### config.mk
export PLATFORM = sky130hd
export DESIGN_NAME = disp_scheduler
export DESIGN_NICKNAME = d
export VERILOG_FILES = /design/src/rtl/disp_pkg.sv /design/src/rtl/bcd_dabble_step.sv /design/src/rtl/disp_scheduler.sv
export SDC_FILE = /design/constraint.sdc
export NUM_CORES = 1
export LEC_CHECK = 0
export BUFFER_PORTS_ARGS = -buffer_cell sky130_fd_sc_hd__buf_2
export CORE_ASPECT_RATIO = 0.9
export CORE_MARGIN = 3
export CORE_UTILIZATION = 60
export CTS_BUF_LIST = sky130_fd_sc_hd__clkbuf_16
export DETAILED_ROUTE_END_ITERATION = 8
export PLACE_DENSITY = 0.84
export SYNTH_ARGS = -nofsm -noshare
export SYNTH_HDL_FRONTEND = slang
export SYNTH_SLANG_ARGS = --single-unit
### constraint.sdc
create_clock -name clk -period 4.4 [get_ports clk]
set_clock_uncertainty 0.05 [all_clocks]
set_input_delay 0.44 -clock clk [delete_from_list [all_inputs] [get_ports clk]]
set_output_delay 0.44 -clock clk [all_outputs]
set_load 0.03 [all_outputs]
### src/rtl/disp_pkg.sv
// -----------------------------------------------------------------------------
// disp_pkg -- shared definitions for the display scheduler.
//   * FSM state encoding (IDLE / CONV / DONE)
//   * BCD geometry (4-bit digits, 5 digits of result, 16-bit binary input)
//   * double-dabble iteration count (16) and its last-iteration index
//   * saturation constant (9999 in packed BCD) used when DISP_SAT_EN is defined
//   * default scan divider (50 MHz / 50000 = 1 kHz)
// -----------------------------------------------------------------------------
package disp_pkg;

  typedef enum logic [1:0] {
    IDLE = 2'd0,
    CONV = 2'd1,
    DONE = 2'd2
  } state_e;

  localparam int BCD_DIGIT_W = 4;
  localparam int BCD_DIGITS  = 5;
  localparam int BCD_W       = BCD_DIGITS * BCD_DIGIT_W;  // 20-bit result field
  localparam int BIN_W       = 16;                        // binary input width
  localparam int DISP_W      = 16;                        // four displayed digits
  localparam int WORK_W      = BCD_W + BIN_W;             // shift register width

  localparam int ITER_COUNT = 16;
  localparam int ITER_W     = $clog2(ITER_COUNT);
  localparam logic [ITER_W-1:0] ITER_LAST = ITER_W'(ITER_COUNT - 1);

  localparam logic [DISP_W-1:0] SAT_BCD = 16'h9999;

  localparam int CLK_DIV_DEFAULT = 50000;

endpackage

### src/rtl/bcd_dabble_step.sv
// -----------------------------------------------------------------------------
// bcd_dabble_step -- one combinational double-dabble iteration.
// Every BCD digit of the upper 20 bits that is >= 5 gets 3 added, then the
// whole {bcd, binary} vector shifts left by one bit.
// Ports:
//   data_i  [35:0]  {bcd[19:0], bin[15:0]} before the iteration
//   data_o  [35:0]  {bcd[19:0], bin[15:0]} after the iteration
// -----------------------------------------------------------------------------
module bcd_dabble_step
  import disp_pkg::*;
(
  input  logic [WORK_W-1:0] data_i,
  output logic [WORK_W-1:0] data_o
);

  logic [WORK_W-1:0] adj;

  assign adj[BIN_W-1:0] = data_i[BIN_W-1:0];

  generate
    for (genvar gi = 0; gi < BCD_DIGITS; gi++) begin : g_digit
      logic [BCD_DIGIT_W-1:0] digit;
      assign digit = data_i[BIN_W + gi*BCD_DIGIT_W +: BCD_DIGIT_W];
      assign adj[BIN_W + gi*BCD_DIGIT_W +: BCD_DIGIT_W] =
        (digit >= 4'd5) ? digit + 4'd3 : digit;
    end
  endgenerate

  assign data_o = {adj[WORK_W-2:0], 1'b0};

endmodule

### src/rtl/disp_scheduler.sv
// -----------------------------------------------------------------------------
// disp_scheduler -- arbitrates two display requesters (CPU, debug monitor),
// converts the granted 16-bit binary value to packed BCD by double dabble
// (one iteration per clock) and drives a 7-segment scan driver.
//
// Configuration macro: DISP_SAT_EN
//   defined   -> values above 9999 display as 9999
//   undefined -> the lowest four BCD digits are displayed (value mod 10000)
//
// Ports:
//   clk      in   system clock, rising edge
//   reset    in   asynchronous active-low reset
//   req_cpu  in   CPU request (level, held until gnt_cpu)
//   val_cpu  in   CPU value, captured on the grant edge
//   req_dbg  in   debug request (level, held until gnt_dbg)
//   val_dbg  in   debug value, captured on the grant edge
//   blank    in   force the display dark
//   gnt_cpu  out  one-cycle grant to CPU
//   gnt_dbg  out  one-cycle grant to debug
//   busy     out  conversion in progress
//   din      out  four packed BCD digits, [15:12] most significant
//   light    out  display enable
//   tick_1k  out  one-cycle scan strobe every CLK_DIV clocks
// -----------------------------------------------------------------------------
module disp_scheduler
  import disp_pkg::*;
#(
  parameter int CLK_DIV = CLK_DIV_DEFAULT
) (
  input  logic              clk,
  input  logic              reset,
  input  logic              req_cpu,
  input  logic [BIN_W-1:0]  val_cpu,
  input  logic              req_dbg,
  input  logic [BIN_W-1:0]  val_dbg,
  input  logic              blank,
  output logic              gnt_cpu,
  output logic              gnt_dbg,
  output logic              busy,
  output logic [DISP_W-1:0] din,
  output logic              light,
  output logic              tick_1k
);

  localparam logic [15:0] DIV_LAST = 16'(CLK_DIV - 1);

  state_e              state_q, state_d;
  logic                prio_dbg_q, prio_dbg_d;   // 1: debug wins the next tie
  logic                gnt_cpu_q, gnt_cpu_d;
  logic                gnt_dbg_q, gnt_dbg_d;
  logic [WORK_W-1:0]   work_q, work_d;
  logic [ITER_W-1:0]   iter_q, iter_d;
  logic [DISP_W-1:0]   din_q, din_d;
  logic                light_q, light_d;
  logic                done_seen_q, done_seen_d; // a conversion has completed
  logic [15:0]         div_q;
  logic                tick_q;

  logic [WORK_W-1:0]   step_out;
  logic [DISP_W-1:0]   conv_result;
  logic                grant_dbg;

  bcd_dabble_step u_step (
    .data_i (work_q),
    .data_o (step_out)
  );

  // Decide what the finished conversion shows. The fifth BCD digit being
  // non-zero is exactly "value > 9999".
`ifdef DISP_SAT_EN
  assign conv_result = (work_q[BIN_W + DISP_W +: BCD_DIGIT_W] != '0)
                     ? SAT_BCD : work_q[BIN_W +: DISP_W];
`else
  assign conv_result = work_q[BIN_W +: DISP_W];
`endif

  always_comb begin
    state_d     = state_q;
    prio_dbg_d  = prio_dbg_q;
    gnt_cpu_d   = 1'b0;
    gnt_dbg_d   = 1'b0;
    work_d      = work_q;
    iter_d      = iter_q;
    din_d       = din_q;
    done_seen_d = done_seen_q;
    grant_dbg   = 1'b0;

    unique case (state_q)
      IDLE: begin
        if (req_cpu || req_dbg) begin
          // Debug wins when it is the only requester or holds the tie token.
          grant_dbg  = req_dbg && (!req_cpu || prio_dbg_q);
          gnt_dbg_d  = grant_dbg;
          gnt_cpu_d  = !grant_dbg;
          prio_dbg_d = !grant_dbg;
          work_d     = {{BCD_W{1'b0}}, (grant_dbg ? val_dbg : val_cpu)};
          iter_d     = '0;
          state_d    = CONV;
        end
      end
      CONV: begin
        work_d = step_out;
        iter_d = iter_q + 1'b1;
        if (iter_q == ITER_LAST) begin
          state_d = DONE;
        end
      end
      DONE: begin
        din_d       = conv_result;
        done_seen_d = 1'b1;
        state_d     = IDLE;
      end
      default: state_d = IDLE;
    endcase

    // Light follows blank with one register of latency, but stays dark until
    // something has been displayed; a DONE this cycle counts as displayed.
    light_d = !blank && (done_seen_q || (state_q == DONE));
  end

  always_ff @(posedge clk or negedge reset) begin
    if (!reset) begin
      state_q     <= IDLE;
      prio_dbg_q  <= 1'b0;
      gnt_cpu_q   <= 1'b0;
      gnt_dbg_q   <= 1'b0;
      work_q      <= '0;
      iter_q      <= '0;
      din_q       <= '0;
      light_q     <= 1'b0;
      done_seen_q <= 1'b0;
    end else begin
      state_q     <= state_d;
      prio_dbg_q  <= prio_dbg_d;
      gnt_cpu_q   <= gnt_cpu_d;
      gnt_dbg_q   <= gnt_dbg_d;
      work_q      <= work_d;
      iter_q      <= iter_d;
      din_q       <= din_d;
      light_q     <= light_d;
      done_seen_q <= done_seen_d;
    end
  end

  // Free-running scan divider, independent of the conversion FSM.
  always_ff @(posedge clk or negedge reset) begin
    if (!reset) begin
      div_q  <= '0;
      tick_q <= 1'b0;
    end else begin
      tick_q <= (div_q == DIV_LAST);
      if (div_q == DIV_LAST) begin
        div_q <= '0;
      end else begin
        div_q <= div_q + 16'd1;
      end
    end
  end

  assign gnt_cpu = gnt_cpu_q;
  assign gnt_dbg = gnt_dbg_q;
  assign busy    = (state_q != IDLE);
  assign din     = din_q;
  assign light   = light_q;
  assign tick_1k = tick_q;

endmodule

[Word level (Yosys, flattened, before mapping)]
Cells that the tools add are included.
Word-level totals
  register bits: 80
  output and inout port bits: 21
Cells by class
  $add $sub $neg: 7
  $lt $le $gt $ge: 5
  equal/unequal tests: 6
  multiplexer cells: 18
  reduce and logical (&&, ||, !) cells: 14
Operators with widths (number)
  one-hot mux 36 bit (2 select lines): 1
  2-to-1 mux 36 bit: 1
  2-to-1 mux 16 bit: 2
  greater-or-equal comparator 4 x 3 -> 1 bit (second input constant): 5
  2-to-1 mux 4 bit: 5
  adder 16 x 1 -> 16 bit (second input constant): 1
  adder 4 x 2 -> 4 bit (second input constant): 4
  equality test 16 bit (second input constant): 1
  one-hot mux 4 bit (2 select lines): 1
  AND reduction 2 bit: 3
  adder 4 x 1 -> 4 bit (second input constant): 1
  equality test 4 bit (second input constant): 1
  2-to-1 mux 1 bit: 4
  2-to-1 mux 2 bit: 2
  inequality test 2 bit (second input constant): 2
  one-hot mux 2 bit (2 select lines): 1
  nonzero test 2 bit: 2
  adder 3 x 2 -> 3 bit (second input constant): 1
  zero test 1 bit: 3
  logical OR 1 bit: 3
  2-to-1 mux 3 bit: 1
  equality test 2 x 1 -> 1 bit (second input constant): 1
  equality test 2 bit (second input constant): 1
  logical AND 1 bit: 2
  zero test 2 bit: 1

[Longest topological paths before layout]
Gate-level depths: netlist of run 1.
  word-level depth: 6
  depth in mapped cells: 6
  mapped depth without buffers: 6

[Cells and area by module]
Synthesis of run 1 repeated with hierarchy kept, for this count alone.
Unflattened totals
  cells, all modules: 360
  area total of the unflattened synthesis: 3975.1 sq um
By module, submodules not included
  disp_scheduler: times used 1, cells an instance 266, area an instance 3357.0 sq um, sequential area each 2001.9 sq um
  bcd_dabble_step: times used 1, cells an instance 94, area an instance 618.1 sq um, sequential area each 0.0 sq um

[Worst setup path before layout of run 1]
OpenSTA, ideal clock, no wires.
  path kind: reg2reg
  start: reg div_q[0]
  end: reg div_q[14]
  setup time: 0.136 ns
  data arrival time: 1.299 ns
  data required time: 4.214 ns
  path slack: 2.916 ns
  cell stages (with the launch flop): 7
  period minus slack after synthesis: 1.484 ns
  cell sequence: dfrtp_1 -> ha_1 -> and3_1 -> buf_4 -> nand4_2 -> nor4_4 -> o21ai_1
On the way
  cells in the longest elaborated chain, start to end: 2
  elaborated cells on any way between the ends: 3
  classes of those cells: add/sub (1); eq/ne (1); mux (1)
Ends and longest elaborated chain
  from (decl): line disp_scheduler.sv:56  | logic [15:0] div_q;
  from (signal assigned): line disp_scheduler.sv:155  | div_q <= div_q + 16'd1;
  adder 16 x 1 -> 16 bit or equality test 16 bit (tied branches): line disp_scheduler.sv:155, disp_scheduler.sv:152
  2-to-1 mux 16 bit *: line disp_scheduler.sv:152  | if (div_q == DIV_LAST) begin
Every way passes the cells marked *; elsewhere a longest branch is shown, timed or not.
A chain may end at the register's enable or synchronous reset.

[Worst setup path in the final report of run 1]
  start: reg state_q[0]
  end: reg work_q[5]
On the way
  cells in the longest elaborated chain, start to end: 3
  elaborated cells on any way between the ends: 6
  classes of those cells: eq/ne (2); mux (1); reduce/logical (3)
Ends and longest elaborated chain
  from (decl): line disp_scheduler.sv:47  | state_e state_q, state_d;
  from (signal assigned): line disp_scheduler.sv:133  | state_q <= state_d;
  equality test 2 x 1 -> 1 bit or zero test 2 bit (tied branches): line disp_scheduler.sv:88  | unique case (state_q)
  nonzero test 2 bit (no line) or inequality test 2 bit (tied branches)
  AND reduction 2 bit (no line)
  to (signal assigned): line disp_scheduler.sv:137  | work_q <= work_d;
  to (decl): line disp_scheduler.sv:51  | logic [WORK_W-1:0] work_q, work_d;
Several ways; a longest one is shown, not always the timed one.

==> results of run 1 <==
-- metal layers --
| layer | part of all wire (%) | global-route usage, % | wire (um) |
|---|---|---|---|
| met1 | 45 | 32.17 | 3147 |
| met2 | 46 | 35.21 | 3250 |
| met3 | 7.6 | 8.185 | 532 |
| met4 | 1.3 | 9.652 | 89 |
| met5 | 0 | 0 | 0 |
-- state kept, by name, indices dropped and copies added, names as in the netlist --
name	flops
tick_1k	1
din	16
work_q	32
state_q	2
light	1
div_q	16
gnt_dbg	1
gnt_cpu	1
done_seen_q	1
prio_dbg_q	1
iter_q	4
-- power groups by stage --
stage	Clock, mW	Combinational [mW]	Sequential (mW)
after floorplan	0	0.527	1.13
after global placement	0	0.785	1.05
after detailed placement	0	0.819	1.06
after CTS	0.709	0.834	1.05
after global routing	0.746	0.925	1.08
final	0.703	0.826	1.05
-- cells by family (layout without fill, tap and decap cells) --
group | count (synthesis) | in the layout
flops | 76 | 76
simple gates | 75 | 75
fa+ha+maj | 10 | 10
compound gates | 76 | 76
xor+xnor | 21 | 21
buf+inv | 27 | 84
mux | 18 | 18
-- synthesized netlist by cell type --
| library cell | n |
|---|---|
| or2_0 | 1 |
| a22oi_1 | 26 |
| buf_1 | 1 |
| ha_1 | 10 |
| nand2_1 | 27 |
| buf_6 | 1 |
| o21ai_1 | 4 |
| nor2b_1 | 3 |
| dfrtp_1 | 76 |
| nor2_1 | 10 |
| inv_1 | 12 |
| nand2b_1 | 7 |
| and4bb_1 | 1 |
| a32o_1 | 4 |
| or2_1 | 1 |
| o31ai_1 | 4 |
| nand4_2 | 1 |
| and4_1 | 3 |
| o211a_1 | 1 |
| nand4_1 | 6 |
| o21ai_2 | 1 |
| o21ai_0 | 17 |
| mux2i_1 | 10 |
| nor3_1 | 2 |
| a21oi_1 | 6 |
| a211oi_2 | 1 |
| o32ai_1 | 3 |
| buf_4 | 2 |
| and3_1 | 5 |
| buf_2 | 8 |
| mux2_2 | 8 |
| and2_1 | 3 |
| xnor2_1 | 11 |
| xor2_1 | 10 |
| nor4_4 | 1 |
| nand3_1 | 4 |
| clkbuf_1 | 3 |
| o22ai_1 | 4 |
| a22o_1 | 5 |
-- worst max-delay path, cell delays in order (launching register included) --
cell and delay [ns]:
dfrtp_1 0.44, nor3_1 0.35, or2_1 0.70, a22oi_1 0.19, o21ai_1 0.15
-- path summary, 6_finish.rpt --
kind	from	endpoint	slack (ns)	depth (start not counted)
hold / removal	reset	din[10]	0.18	1
max in group asynchronous	reset	iter_q[2]	3.47	1
min in group clk	blank	light	0.20	2
setup / recovery	state_q[0]	work_q[5]	2.44	4
hold reg to reg	done_seen_q	done_seen_q	0.40	1
setup reg to reg	state_q[0]	work_q[5]	2.44	4
-- area by class of cell --
type | count | share of cell area [%]
Clock buffer | 9 | 5.585
Clock inverter | 6 | 1.396
Inverter | 12 | 1.117
Multi-Input combinational cell | 200 | 35.53
Sequential cell | 76 | 47.16
Tap cell | 67 | 2.079
Timing Repair Buffer | 57 | 7.136
-- per-stage QoR --
step	cells	instance area, um^2
floorplan	303	3458
global placement	412	3751
detailed placement	412	3751
CTS	427	4033
global route	427	4033
finish	427	4033
==> results.cfg, run 1 <==
[final_layout]
seqCellArea_mm2 = 0.001902
n_antenna_cell = 0
num-nets-final = 403
layout_common_cells = dfrtp_1, buf_2, nand2_1
fillers = 365
final_common_cell = dfrtp_1
finish.utilization_pct = 74.52
drive_gt1_share_pct = 23.33
area_delta_synth_final_pct = 16.61
multi_input_area_mm2 = 0.001433

[power]
seqPwrFrac_pct = 40.8
internal-power_mw = 1.675
power.total_mw = 2.583
power.switching_mw = 0.9082
combPwrFrac_pct = 32.0
clockPowerShare_pct = 27.2
switching_share_pct = 35.16
p_per_area_mw_per_mm2 = 640.5
peakVddDrop_v = 0.0003813
leakagePower_nw = 2.012

[clocking]
cts_setup_buffers = 0
cts_hold_buf = 0
clk_pin_slew_ns = 0.06
clk_path_buf_depth = 2
cts_resized = 0
root_buffer = clkbuf_16
clkLatencyLatePin_ns = 0.33
cts_buffers = 9
cts.sinks = 76
cts_tree = yes
htreeDepth = 3

[drt]
wirelength_mm = 7.019
ant_nets = 0
drc = 0
drt_pass1_iterations = 4
avgViaCountPerCell = 5.972
vias = 2550
wl_per_cell_um = 16.44
first_iter_violations = 158

[floorplan]
initial_core_util_pct = 63.91
die_w_um = 86.03
fp.dieH_um = 78.03
rows = 25
core_area_mm2 = 0.005411
die_area_mm2 = 0.006712
io_pins = 58

[sta]
worst_hold_slack_ns = 0.1822
drv_slew = 0
period_share_pct = 44.50
max_freq_mhz = 510.8
worstMarginPinSlew_ns = 1.133
hold_viol_final = 0
max-slew-margin-rel_pct = 24.12
setup_ws_ns = 2.442
rsz0062_at_grt = false
period_needed_ns = 1.958
setup_violations = 0
fin_setup_tns_ns = 0

[grt]
grt_pass1_vias = 2645
grt_max_degree = 77
grt_usage_pct = 23.78
gr-total-overflow = 0
antenna_found_initial = 0
grt_pass1_wl_mm = 12.30

[setup_path]
path_max_fanout = 23
crit_required_ns = 4.60
startpoint_type = register
critPathArrivalTime_ns = 2.16
crit_path_end_kind = register
path_class = register to register

[placement]
portBuffers = 57
hpwl_mm = 4.448
dpl_worst_slack_ns = 2.361
routabilityCongestion = 0.8294

[logic_synthesis]
yosys.area.top_type_share_pct = 54.99
netlist_instances = 303
synth.mux.area_fraction_pct = 5.499
yosysWarnings = 0
synth-compound-area-share_pct = 15.23
synthXorXnorAreaFrac_pct = 5.318
synth_area_leaders = dfrtp_1, a22oi_1, ha_1, nand2_1, mux2i_1
ys_seq_area_share_pct = 54.99
syn_area_per_cell_um2 = 11.41
synth_nets = 350
yosys.area.top_type = dfrtp_1
synth.distinct_cells = 39
synthSimpleGateAreaFrac_pct = 11.69
synthAdderAreaFrac_pct = 3.618
netlist_area_mm2 = 0.003458
ys_seq_elements = 76
synth_top_family_by_area = compound AO/OA/AOI/OAI gates

[run]
maxCapViolCount = 0

[status]
status = complete, no violations

[hold_path]
hold_class = input port to asynchronous set/reset pin
Note: power is estimated with default switching activity, not from simulation.
==> run 2: changes to the inputs <==
CORE_UTILIZATION = 50   (was 60)
PLACE_DENSITY = 0.75   (was 0.84)
clock period = 1.7 ns   (was 4.4 ns; I/O delays follow)
==> run 2 against run 1 <==
Net effect:
- worst hold slack got worse by 0.17 ns
- global-route usage decreased by 4.7 points
- critical path depth is 2 higher
- count of clock-buffer cells in the layout stayed put
- die area is 18% higher
- core utilization decreased by 11 points
- via count is 0.59% lower
- clock power up 130%
- design area increased by 4.1%
- final cell count rose by 9.1%
- maximum frequency rose by 27%
==> results.cfg, run 2 (same netlist as run 1, synthesis figures left out) <==
[floorplan]
initial_core_util_pct = 51.95
die_w_um = 93.67
die_area_mm2 = 0.007952
fp.dieH_um = 84.90
core_area_mm2 = 0.006656
rows = 28
io_pins = 58

[grt]
grt_usage_pct = 19.08
grt_pass1_wl_mm = 11.85
grt_pass1_vias = 2514
grt_max_degree = 34
antenna_found_initial = 0
gr-total-overflow = 0

[drt]
vias = 2535
wl_per_cell_um = 15.14
avgViaCountPerCell = 5.440
drc = 0
ant_nets = 0
drt_pass1_iterations = 4
wirelength_mm = 7.053
first_iter_violations = 112

[sta]
drv_slew = 0
hold_viol_final = 0
period_share_pct = 90.57
period_needed_ns = 1.540
max-slew-margin-rel_pct = 61.77
worstMarginPinSlew_ns = 0.5696
rsz0062_at_grt = false
setup_violations = 0
fin_setup_tns_ns = 0
max_freq_mhz = 649.5

[placement]
routabilityCongestion = 0.7742
hpwl_mm = 4.916
portBuffers = 57

[clocking]
clk_pin_slew_ns = 0.06
cts_buffers = 9
clkLatencyLatePin_ns = 0.33
root_buffer = clkbuf_16
clk_path_buf_depth = 2
htreeDepth = 3
cts.sinks = 76
cts_tree = yes

[final_layout]
regMostFlops = work_q
area_delta_synth_final_pct = 21.38
n_antenna_cell = 0
largest_reg_flops = 32
num-nets-final = 418
final_common_cell = dfrtp_1
drive_gt1_share_pct = 26.60
layout_common_cells = dfrtp_1, buf_2, nand2_1
finish.utilization_pct = 63.06

[run]
maxCapViolCount = 0

[power]
peakVddDrop_v = 0.0007689
p_per_area_mw_per_mm2 = 1577
leakagePower_nw = 2.090

[setup_path]
crit_path_end_kind = register
startpoint_type = register
crit_required_ns = 1.91
cp_slowest_stage_delay_ns = 0.39
path_cells = inv_1 -> ha_1 -> nand2b_1 -> a21oi_4 -> mux2i_1 -> a22o_1
critPathArrivalTime_ns = 1.75
path_max_fanout = 4
slowest_stage = dfrtp_1
path_class = register to register

[status]
status = complete, no violations

[hold_path]
hold_class = input port to register
==> run 2: cell types whose count changed in the layout (fill, tap and decap cells not counted), moves of 2 or more <==
cell,previous run,this run
buf_4,1,13
a21oi_1,6,3
a21oi_2,0,2
clkinv_2,3,1
dlygate4sd3_1,0,2
inv_1,12,14
==> run 2: critical path: cells and delay by family (launching register included) <==
kind / cells / cell delay, ns
compound gates: 2 / 0.34
buf+inv: 1 / 0.14
mux: 1 / 0.22
fa+ha+maj: 1 / 0.23
simple gates: 1 / 0.11
flops: 1 / 0.39
==> run 2: area by class of cell <==
cell class / instances / area (um^2)
clock inverter: 7 / 36.28
tap: 90 / 112.6
clock buffer: 9 / 225.2
sequential: 76 / 1902
inverter: 12 / 45.04
fill: 555 / 2459
multi-input combinational: 200 / 1459
timing repair buffer: 72 / 417.9
==> run 2: power breakdown <==
part           internal (mW)  switching [mW]
combinational          0.949            1.28
sequential              2.35           0.398
clock                  0.965           0.686
==> run 2: through the flow <==
| step | setup slack (ns) | power, mW | instance area (um^2) | cells | hold WS, ns |
|---|---|---|---|---|---|
| CTS | 0.03513 | 6.632 | 4174 | 466 | 0.01047 |
| global route | 0.01409 | 7.059 | 4198 | 466 | 0.01531 |
| global placement | 0.08573 | 4.820 | 3890 | 448 | 0.08527 |
| floorplan | 0.2155 | 4.299 | 3458 | 303 | -0.1756 |
| finish | 0.1603 | 6.620 | 4198 | 466 | 0.01639 |
| detailed placement | -0.03378 | 4.941 | 3890 | 448 | 0.07907 |
==> run 2: timing repair <==
item	4_1_cts	5_1_grt
hold buffers	2	0
setup endpoints to repair	3	11
endpoints found under the hold margin	31	0
buffers inserted	0	0
resized for setup	1	5
cloned	0	0
pin swaps	0	1
==> run 2: worst paths after layout <==
check	startpoint	endpoint	slack [ns]	cells past startpoint
setup / recovery	work_q[20]	work_q[22]	0.16	6
hold / removal	val_cpu[0]	work_q[0]	0.02	3
hold reg to reg	done_seen_q	done_seen_q	0.40	1
min in group asynchronous	reset	light	0.27	2
max in group asynchronous	reset	state_q[1]	0.72	3
setup reg to reg	work_q[20]	work_q[22]	0.16	6
==> run 2: per-layer routing <==
| layer | GRT usage (%) | vias up | part of all wire, % |
|---|---|---|---|
| met2 | 30.91 | 62 | 48 |
| li1 | - | 1226 | - |
| met3 | 6.294 | 7 | 5.9 |
| met5 | 0 | - | 0 |
| met1 | 24.14 | 1240 | 44 |
| met4 | 6.693 | 0 | 1.2 |
